`src/rtl/ctrl_pkg.sv`:
```
// ============================================================================
// ctrl_pkg : shared types and helpers for the control-word queue
// Rev 1.0 : initial release
// ============================================================================
`default_nettype none

package ctrl_pkg;

    localparam int OP_W = 7;

    typedef logic [OP_W-1:0] ctrl_op_t;

    // Width of an occupancy counter able to hold 0..depth inclusive.
    function automatic int cnt_w(input int depth);
        return $clog2(depth + 1);
    endfunction

endpackage

`default_nettype wire

```
`src/rtl/ctrl_queue_mem.sv`:
```
// ============================================================================
// ctrl_queue_mem : DEPTH x OP_W register array, one write port, async read
// Rev 1.0 : initial release
// ============================================================================
`default_nettype none

module ctrl_queue_mem #(
    parameter int DEPTH = 4,
    parameter int OP_W  = 7,
    localparam int AW   = $clog2(DEPTH)
) (
    input  logic            clk,
    input  logic            rst,
    input  logic            we,
    input  logic [AW-1:0]   waddr,
    input  logic [OP_W-1:0] wdata,
    input  logic [AW-1:0]   raddr,
    output logic [OP_W-1:0] rdata
);

    logic [OP_W-1:0] r_mem [DEPTH];

    always_ff @(posedge clk) begin
        if (rst) begin
            for (int i = 0; i < DEPTH; i++) begin
                r_mem[i] <= '0;
            end
        end else if (we) begin
            r_mem[waddr] <= wdata;
        end
    end

    assign rdata = r_mem[raddr];

endmodule

`default_nettype wire

```
`src/rtl/ctrl_opcode_queue.sv`:
```
// ============================================================================
// ctrl_opcode_queue : FWFT control-word queue feeding the control decoder
// Rev 1.0 : initial release
// ============================================================================
`default_nettype none

module ctrl_opcode_queue
    import ctrl_pkg::*;
#(
    parameter int DEPTH = 4,
    parameter int OP_W  = ctrl_pkg::OP_W
) (
    input  logic                      clk,
    input  logic                      rst,
    input  logic                      flush,
    input  logic                      in_valid,
    output logic                      in_ready,
    input  logic [OP_W-1:0]           in_op,
    output logic                      out_valid,
    input  logic                      out_ready,
    output logic [OP_W-1:0]           out_op,
    output logic [cnt_w(DEPTH)-1:0]   count,
    output logic                      err_unstable
);

    localparam int PW = $clog2(DEPTH);
    localparam int CW = cnt_w(DEPTH);

    logic [PW-1:0]   r_rd_ptr;
    logic [PW-1:0]   r_wr_ptr;
    logic [CW-1:0]   r_count;
    logic            r_pending;
    logic [OP_W-1:0] r_held_op;
    logic            r_err;
    logic [OP_W-1:0] w_rd_data;
    logic            w_full;
    logic            w_empty;
    logic            w_push;
    logic            w_pop;

    assign w_full  = (r_count == CW'(DEPTH));
    assign w_empty = (r_count == '0);

    // in_ready looks only at registered occupancy, never at out_ready.
    assign in_ready  = !w_full && !flush;
    assign out_valid = !w_empty;
    assign w_push    = in_valid && in_ready;
    assign w_pop     = out_valid && out_ready && !flush;

    assign out_op       = w_empty ? '0 : w_rd_data;
    assign count        = r_count;
    assign err_unstable = r_err;

    always_ff @(posedge clk) begin
        if (rst || flush) begin
            r_rd_ptr <= '0;
            r_wr_ptr <= '0;
            r_count  <= '0;
        end else begin
            if (w_push) begin
                r_wr_ptr <= r_wr_ptr + PW'(1);
            end
            if (w_pop) begin
                r_rd_ptr <= r_rd_ptr + PW'(1);
            end
            case ({w_push, w_pop})
                2'b10:   r_count <= r_count + CW'(1);
                2'b01:   r_count <= r_count - CW'(1);
                default: r_count <= r_count;
            endcase
        end
    end

    // A stalled offer must be held: same word, valid kept high, until taken.
    always_ff @(posedge clk) begin
        if (rst) begin
            r_pending <= 1'b0;
            r_held_op <= '0;
            r_err     <= 1'b0;
        end else begin
            if (r_pending && (!in_valid || (in_op != r_held_op))) begin
                r_err <= 1'b1;
            end
            if (flush) begin
                r_pending <= 1'b0;
            end else if (in_valid && !in_ready) begin
                r_pending <= 1'b1;
                r_held_op <= in_op;
            end else if (w_push) begin
                r_pending <= 1'b0;
            end
        end
    end

    ctrl_queue_mem #(
        .DEPTH (DEPTH),
        .OP_W  (OP_W)
    ) u_mem (
        .clk   (clk),
        .rst   (rst),
        .we    (w_push),
        .waddr (r_wr_ptr),
        .wdata (in_op),
        .raddr (r_rd_ptr),
        .rdata (w_rd_data)
    );

endmodule

`default_nettype wire

```
`config.mk`:
```
export PLATFORM = sky130hd
export DESIGN_NAME = ctrl_opcode_queue
export DESIGN_NICKNAME = d
export VERILOG_FILES = /design/src/rtl/ctrl_pkg.sv /design/src/rtl/ctrl_queue_mem.sv /design/src/rtl/ctrl_opcode_queue.sv
export SDC_FILE = /design/constraint.sdc
export NUM_CORES = 1
export LEC_CHECK = 0
export ABC_AREA = 1
export BUFFER_PORTS_ARGS = -buffer_cell sky130_fd_sc_hd__clkbuf_2
export CORE_AREA = 2 2 77 79
export CTS_CLUSTER_SIZE = 12
export DETAILED_ROUTE_END_ITERATION = 16
export DIE_AREA = 0 0 79 81
export GPL_TIMING_DRIVEN = 0
export PLACE_DENSITY = 0.63
export SETUP_SLACK_MARGIN = 0.3
export SLEW_MARGIN = 20
export SYNTH_ARGS = -nofsm -noshare
export SYNTH_HDL_FRONTEND = slang
export SYNTH_SLANG_ARGS = --single-unit
```
`constraint.sdc`:
```
create_clock -name clk -period 1.8 [get_ports clk]
set_input_delay 0.36 -clock clk [delete_from_list [all_inputs] [get_ports clk]]
set_output_delay 0.36 -clock clk [all_outputs]
set_load 0.05 [all_outputs]
```
==> summary.md, run 1 <==
| Metric | Value |
|---|---|
| Hold depth | `2` |
| Initial antenna violation count | `0` |
| Setup ws final | `-0.0152 ns` |
| Post-Route Skew | `between 0.007 and 0.008 ns` |
| Worst reg2reg startpoint | `count[1]$_SDFFE_PP0P_` |
| Final core utilization | `around 54%` |
| DR vias/cell | `roughly 4.7` |
| First-pass GRT wire length | `just over 8 mm` |
| R2R Path End | `count[2]$_SDFFE_PP0P_` |
| Cell Pwr Density | `slightly below 700 nW/µm²` |
| Synthesized instance count | `approximately 250` |
| Top-Level Pins | `25` |
| Yosys top cell by area | `edfxtp_1` |
| LEAKAGE | `around 1.2 nW` |
| Final WL | `5.25 mm` |
| Tmin final | `about 1.8 ns` |
| Failing checks | `setup timing` |
| Final period util | `101%` |
| Crit path to | `count[2]$_SDFFE_PP0P_` |
| Routability cong. | `a little under 0.9` |
| Slew Viols, Final | `0` |
| Fin. Hold Viols | `0` |
| Commonest non-fill, non-tap cells in the layout | `33 x nor2_1, 29 x inv_1, 28 x edfxtp_1` |
| Multi-input logic area | `around 1100 µm²` |
| Internal reg-to-reg setup slack | `-0.02 ns` |
| CTS clk-pin slew, worst paths | `approximately 0.09 ns` |
| Syn avg cell area | `8.46 µm²` |
| Post-synth cell types | `19` |
| # Max-Cap Violations | `0` |
| Most common cell after layout, fill and taps aside | `nor2_1` |
| Number of fill cells in the layout | `525` |
| Detailed Place HPWL | `3.42 mm` |
| Critical Path Fanout Max | `4` |
| Maximum clock rate | `551 MHz` |
| Final setup fails | `1` |
| CTS buffer count | `5` |
| Largest net degree at the start of global routing | `16` |
| Clock sinks | `46` |
| Max-Slew Margin vs Limit | `between 70% and 80%` |
| Syn_nets | `266` |
| Flops & latches, synth | `46` |
| CP Capture Type | `flop` |
| Via Count | `between 1500 and 2000` |
| Critical Path AT | `approximately 2 ns` |
| Worst Setup Start Kind | `flop` |
| DRT antenna net count | `0` |
| Synth Warn # | `0` |
| CORE AREA | `around 5700 µm²` |
| Clock Tree Root | `clkbuf_8` |
| Ant diodes | `0` |
| Layout area overhead | `45.0%` |
| DRC violations left | `0` |
| Maximum buffer depth of the clock tree | `2` |
| Gr ovfl total | `0` |
| Buffers on Ports | `24` |
| Hold Path Class | `in -> reg` |
| Peak VDD IR | `~0.45 mV` |
| Worst-Skew Late Latency | `0.30 ns` |
| Crit. Startpoint | `count[1]$_SDFFE_PP0P_` |
| Outcome | `finished with violations` |
| First DRT Iteration DRCs | `between 90 and 100` |
| Nets | `roughly 310` |
| Area share of the largest cell type after synthesis | `39.5%` |
| Crit path kind | `reg -> reg` |
| Die Span X | `around 79 µm` |
| Die Height | `between 80 and 90 µm` |
| Cell Area, Synth | `around 2100 µm²` |
| WL/cell | `around 14 µm` |
| Register area | `around 1200 µm²` |
| RSZ-0062 raised after global routing | `true` |
| Sequential fraction of the synthesis area | `56.4%` |
| Vias in the first global route | `about 1700` |
| Total GRT Usage | `between 15 and 20%` |
| Worst-margin pin slew | `around 0.43 ns` |
| FF-to-FF path depth | `12` |
| DP Worst Slack | `-0.115 ns` |
| Top cells by area, synth | `edfxtp_1 39%, dfxtp_1 17%, nor2_1 10%` |
| CTS tree | `yes` |
| Crit path required time | `between 1.5 and 2 ns` |
| H-tree depth | `2` |
| Die ar. | `around 6400 µm²` |
| Detailed Routing Iterations Pass 1 | `4` |
| Initial core utilization | `between 30 and 40%` |
| Rows | `28` |
| Fraction of layout cells with a size suffix above 1 | `between 40% and 50%` |
==> logic make-up after synthesis <==
logic type                 synth area share, %
buffers and inverters                     8.46
xor gates and xnor gates                 0.822
AOI/OAI and AO/OA                         12.0
adders and majority gates                 1.53
DFF                                       56.4
and+or+nand+nor                           20.8
==> cells in the mapped netlist <==
cell type,instances
o21ai_0,30
nand2_4,3
buf_2,3
nand2_2,2
clkbuf_1,2
nand3_1,3
inv_1,42
nand2_1,33
fa_1,1
xor2_1,1
and2_1,1
edfxtp_1,28
nor2_4,2
ha_1,1
nor2_2,2
a21oi_1,21
xnor2_1,1
dfxtp_1,18
nor2_1,58
==> power by group <==
part | internal (mW) | leakage [nW] | total, mW | switching [mW]
clock | 0.273 | 0.0441 | 0.640 | 0.367
sequential | 1.14 | 0.442 | 1.16 | 0.0187
combinational | 0.118 | 0.761 | 0.316 | 0.198
total | 1.53 | 1.25 | 2.12 | 0.584
==> worst max-delay path, stage by stage, from the launching register on <==
cell and delay, ns:
dfxtp_4 0.37, nor2_4 0.16, nand2_2 0.06, nand2_2 0.09, nor2_4 0.05, inv_2 0.07, ha_4 0.13, inv_4 0.03
fa_2 0.36, o21ai_2 0.15, a21oi_2 0.06, o21ai_1 0.11, a21oi_1 0.05
==> through the flow <==
stage | std cells | TNS (ns) | power [mW] | hold slack, ns | cell area (µm²)
after floorplan | 252 | -0.0169 | 1.33 | 0.429 | 2230
after global placement | 351 | -0.878 | 1.39 | 0.435 | 2450
after detailed placement | 351 | -1.09 | 1.40 | 0.457 | 2450
after CTS | 372 | -0.0346 | 2.09 | 0.247 | 2900
after global routing | 375 | -0.392 | 2.21 | 0.252 | 3090
final | 375 | -0.0152 | 2.12 | 0.258 | 3090
==> sequential cells by signal, indices dropped and copies added (netlist names), named ones only <==
| register | cells |
|---|---|
| r_pending | 1 |
| err_unstable | 1 |
| r_held_op | 7 |
| count | 3 |
| r_rd_ptr | 2 |
| u_mem.r_mem | 28 |
| r_wr_ptr | 2 |
==> final cells by class <==
cell class	instances	share of cell area, %
inverters	42	5.59
clock inverters	3	0.688
clock buffers	5	2.23
multi-input cells	159	34.9
flip-flops and latches	46	39.4
repair buffers	40	12.3
plain buffers	5	1.98
well taps	75	3.04
==> metal layers <==
metal / up-vias / wire, µm / GRT usage, %
li1: 892 / - / -
met1: 839 / 2270 / 22.0
met2: 31 / 2760 / 29.2
met3: 7 / 129 / 3.11
met4: 0 / 93 / 5.17
met5: - / 0 / 0
==> how the worst min path moves through the flow <==
| stage | end | from | slack, ns |
|---|---|---|---|
| detailed placement | r_held_op[6]$_SDFFE_PP0P_ | r_held_op[6]$_SDFFE_PP0P_ | 0.46 |
| CTS | err_unstable$_SDFFE_PP0P_ | rst | 0.25 |
| finish | err_unstable$_SDFFE_PP0P_ | rst | 0.26 |
| floorplan | err_unstable$_SDFFE_PP0P_ | rst | 0.43 |
| global placement | err_unstable$_SDFFE_PP0P_ | err_unstable$_SDFFE_PP0P_ | 0.44 |
| global route | err_unstable$_SDFFE_PP0P_ | rst | 0.25 |
==> timing repair <==
item,4_1_cts,5_1_grt
resized for setup,76,60
cloned,1,0
endpoints found under the setup margin,37,61
buffers inserted,12,3
pin swaps,16,26
hold buffers,0,0
endpoints found under the hold margin,0,0
Power figures use the tool's default switching activity.
==> inputs of run 2 (changes only) <==
Settings changed: PLACE_DENSITY 0.63 to 0.7.
==> run 2 against run 1 <==
Core utilization decreased by 1.3 points. Clock skew grew 0.0037 ns. Maximum frequency is 2.8% higher. Total power grew 5.5%. Global-route usage decreased by 0.91 points. First-iteration DRC count is 32% higher. Largest cell class unchanged. The run now ends clean. Combinational power is 5% lower. Worst setup slack better by 0.049 ns.
==> summary.md, run 2 (same netlist as run 1, synthesis figures left out) <==
| Metric | Value |
|---|---|
| Outcome | `complete, no violations` |
| Fraction of layout cells with a size suffix above 1 | `roughly two fifths` |
| Switch share | `roughly 25%` |
| Tmin final | `1.77 ns` |
| First DRT Iteration DRCs | `~120` |
| Maximum clock rate | `around 570 MHz` |
| Buffers on Ports | `24` |
| CP Capture Type | `output pin` |
| Worst Setup Start Kind | `flop` |
| Maximum buffer depth of the clock tree | `2` |
| Cts hold-fix bufs | `0` |
| Worst-margin pin slew | `0.469 ns` |
| Max-Slew Margin vs Limit | `68.6%` |
| Final WL | `roughly 4.7 mm` |
| Die Height | `about 80 µm` |
| First-pass GRT wire length | `between 7 and 8 mm` |
| CTS clk-pin slew, worst paths | `roughly 0.080 ns` |
| Clock share of power | `34.7%` |
| Design Area, Final | `3020 µm²` |
| Nets | `~310` |
| Crit path to | `out_op[5]` |
| Cell Pwr Density | `about 740 nW/µm²` |
| Cell Chain, Critical Path | `buf_6 -> nor2_2 -> nor2_1 -> o21ai_2 -> a21oi_4 -> buf_8` |
| R2R Path End | `count[2]$_SDFFE_PP0P_` |
| Commonest non-fill, non-tap cells in the layout | `42 x nor2_1, 32 x inv_1, 28 x edfxtp_1` |
| Largest net degree at the start of global routing | `15` |
| Most common cell after layout, fill and taps aside | `nor2_1` |
| Detailed Routing Iterations Pass 1 | `4` |
| Hold Path Class | `in -> reg` |
| Total GRT Usage | `~16%` |
| P_int | `about 1.7 mW` |
| Die Span X | `about 80 µm` |
| FF-to-FF path depth | `12` |
| Worst-Skew Late Latency | `around 0.31 ns` |
| # Max-Cap Violations | `0` |
| DRT antenna net count | `0` |
| Detailed Place HPWL | `3.31 mm` |
| RSZ-0062 raised after global routing | `true` |
| Gr ovfl total | `0` |
| Reg power frac | `between 50% and 60%` |
| Ant diodes | `0` |
| Rows | `28` |
| Slowest stage cell, crit path | `dfxtp_4` |
| Internal reg-to-reg setup slack | `~0.04 ns` |
| P_sw | `roughly 0.57 mW` |
| Critical Path Fanout Max | `7` |
| CTS buffer count | `5` |
| WP buf/inv | `2` |
| Crit path kind | `reg -> out` |
| Worst path max stage delay | `between 0.4 and 0.5 ns` |
| Hold WS | `approximately 0.24 ns` |
| Clock Tree Root | `clkbuf_8` |
| Top-Level Pins | `25` |
| Routability cong. | `~0.95` |
| Number of fill cells in the layout | `512` |
| Worst reg2reg startpoint | `count[1]$_SDFFE_PP0P_` |
| Area after DPL | `about 2400 µm²` |
| Final period util | `98.1%` |
| Max FFs per register | `28` |
| Critical Path Stages | `6` |
| Vias in the first global route | `about 1700` |
| CTS tree | `yes` |
| Biggest register | `u_mem.r_mem` |
| Die ar. | `6400 µm²` |
| Critical Path AT | `1.41 ns` |
| Peak VDD IR | `about 0.49 mV` |
| Logic gate share of total power | `roughly 13%` |
| Initial core utilization | `between 30 and 40%` |
| Clock sinks | `46` |
| Via Count | `1714` |
| Initial antenna violation count | `0` |
| Layout area overhead | `41.5%` |
| DR vias/cell | `between 4 and 5` |
| Final setup fails | `0` |
| WL/cell | `approximately 13 µm` |
| Fin. Hold Viols | `0` |
| H-tree depth | `2` |
| Post-Route Skew | `between 0.01 and 0.015 ns` |
| LEAKAGE | `about 1.2 nW` |
| Crit path required time | `between 1 and 1.5 ns` |
| CORE AREA | `between 5000 and 6000 µm²` |
| DRC violations left | `0` |
| CP delay by family, top | `flip-flops` |
| Slew Viols, Final | `0` |
[run 2: power groups by stage]
| stage | clock, mW | sequential [mW] | combinational (mW) |
|---|---|---|---|
| global route | 0.832 | 1.16 | 0.323 |
| finish | 0.776 | 1.16 | 0.299 |
| CTS | 0.787 | 1.16 | 0.261 |
| floorplan | 0 | 1.19 | 0.144 |
| global placement | 0 | 1.18 | 0.213 |
| detailed placement | 0 | 1.18 | 0.215 |
[run 2: layout make-up]
| cell class | instances | area (µm²) | area share (%) |
|---|---|---|---|
| tap | 75 | 93.8 | 3.11 |
| timing repair buffer | 35 | 325 | 10.8 |
| clock buffer | 6 | 72.6 | 2.41 |
| sequential | 46 | 1220 | 40.3 |
| buffer | 5 | 57.6 | 1.91 |
| inverter | 42 | 173 | 5.73 |
| multi-input combinational | 159 | 1040 | 34.5 |
| clock inverter | 2 | 37.5 | 1.24 |
[run 2: what timing repair did]
action / in CTS / in global routing
gates resized for setup: 58 / 60
pin swaps: 9 / 13
setup buffers: 7 / 3
setup endpoints to repair: 25 / 53
gates cloned: 1 / 0
[run 2: layer usage]
metal  part of all wire [%]  GRT usage (%)  vias up
li1                       -              -      885
met3                    5.2           4.33       12
met5                      0              0        -
met1                     45           20.3      767
met2                     47           25.5       50
met4                    3.3           8.10        0
[run 2: worst min-delay path by stage]
stage / to / from / depth (start not counted)
global placement: err_unstable$_SDFFE_PP0P_ / err_unstable$_SDFFE_PP0P_ / 2
detailed placement: err_unstable$_SDFFE_PP0P_ / err_unstable$_SDFFE_PP0P_ / 2
floorplan: err_unstable$_SDFFE_PP0P_ / rst / 1
global route: err_unstable$_SDFFE_PP0P_ / rst / 2
CTS: err_unstable$_SDFFE_PP0P_ / rst / 2
finish: err_unstable$_SDFFE_PP0P_ / rst / 2
[run 2: stage by stage]
| step | std cells | setup TNS [ns] | utilization, % | setup slack (ns) | total power, mW |
|---|---|---|---|---|---|
| finish | 370 | 0 | 53.1 | 0.0335 | 2.24 |
| global route | 370 | -0.184 | 53.1 | -0.0652 | 2.32 |
| CTS | 367 | 0 | 49.8 | 0.00300 | 2.21 |
| detailed placement | 351 | -1.28 | 43.1 | -0.124 | 1.40 |
| global placement | 351 | -0.811 | 43.1 | -0.0728 | 1.39 |
| floorplan | 252 | -0.0169 | - | -0.0103 | 1.33 |
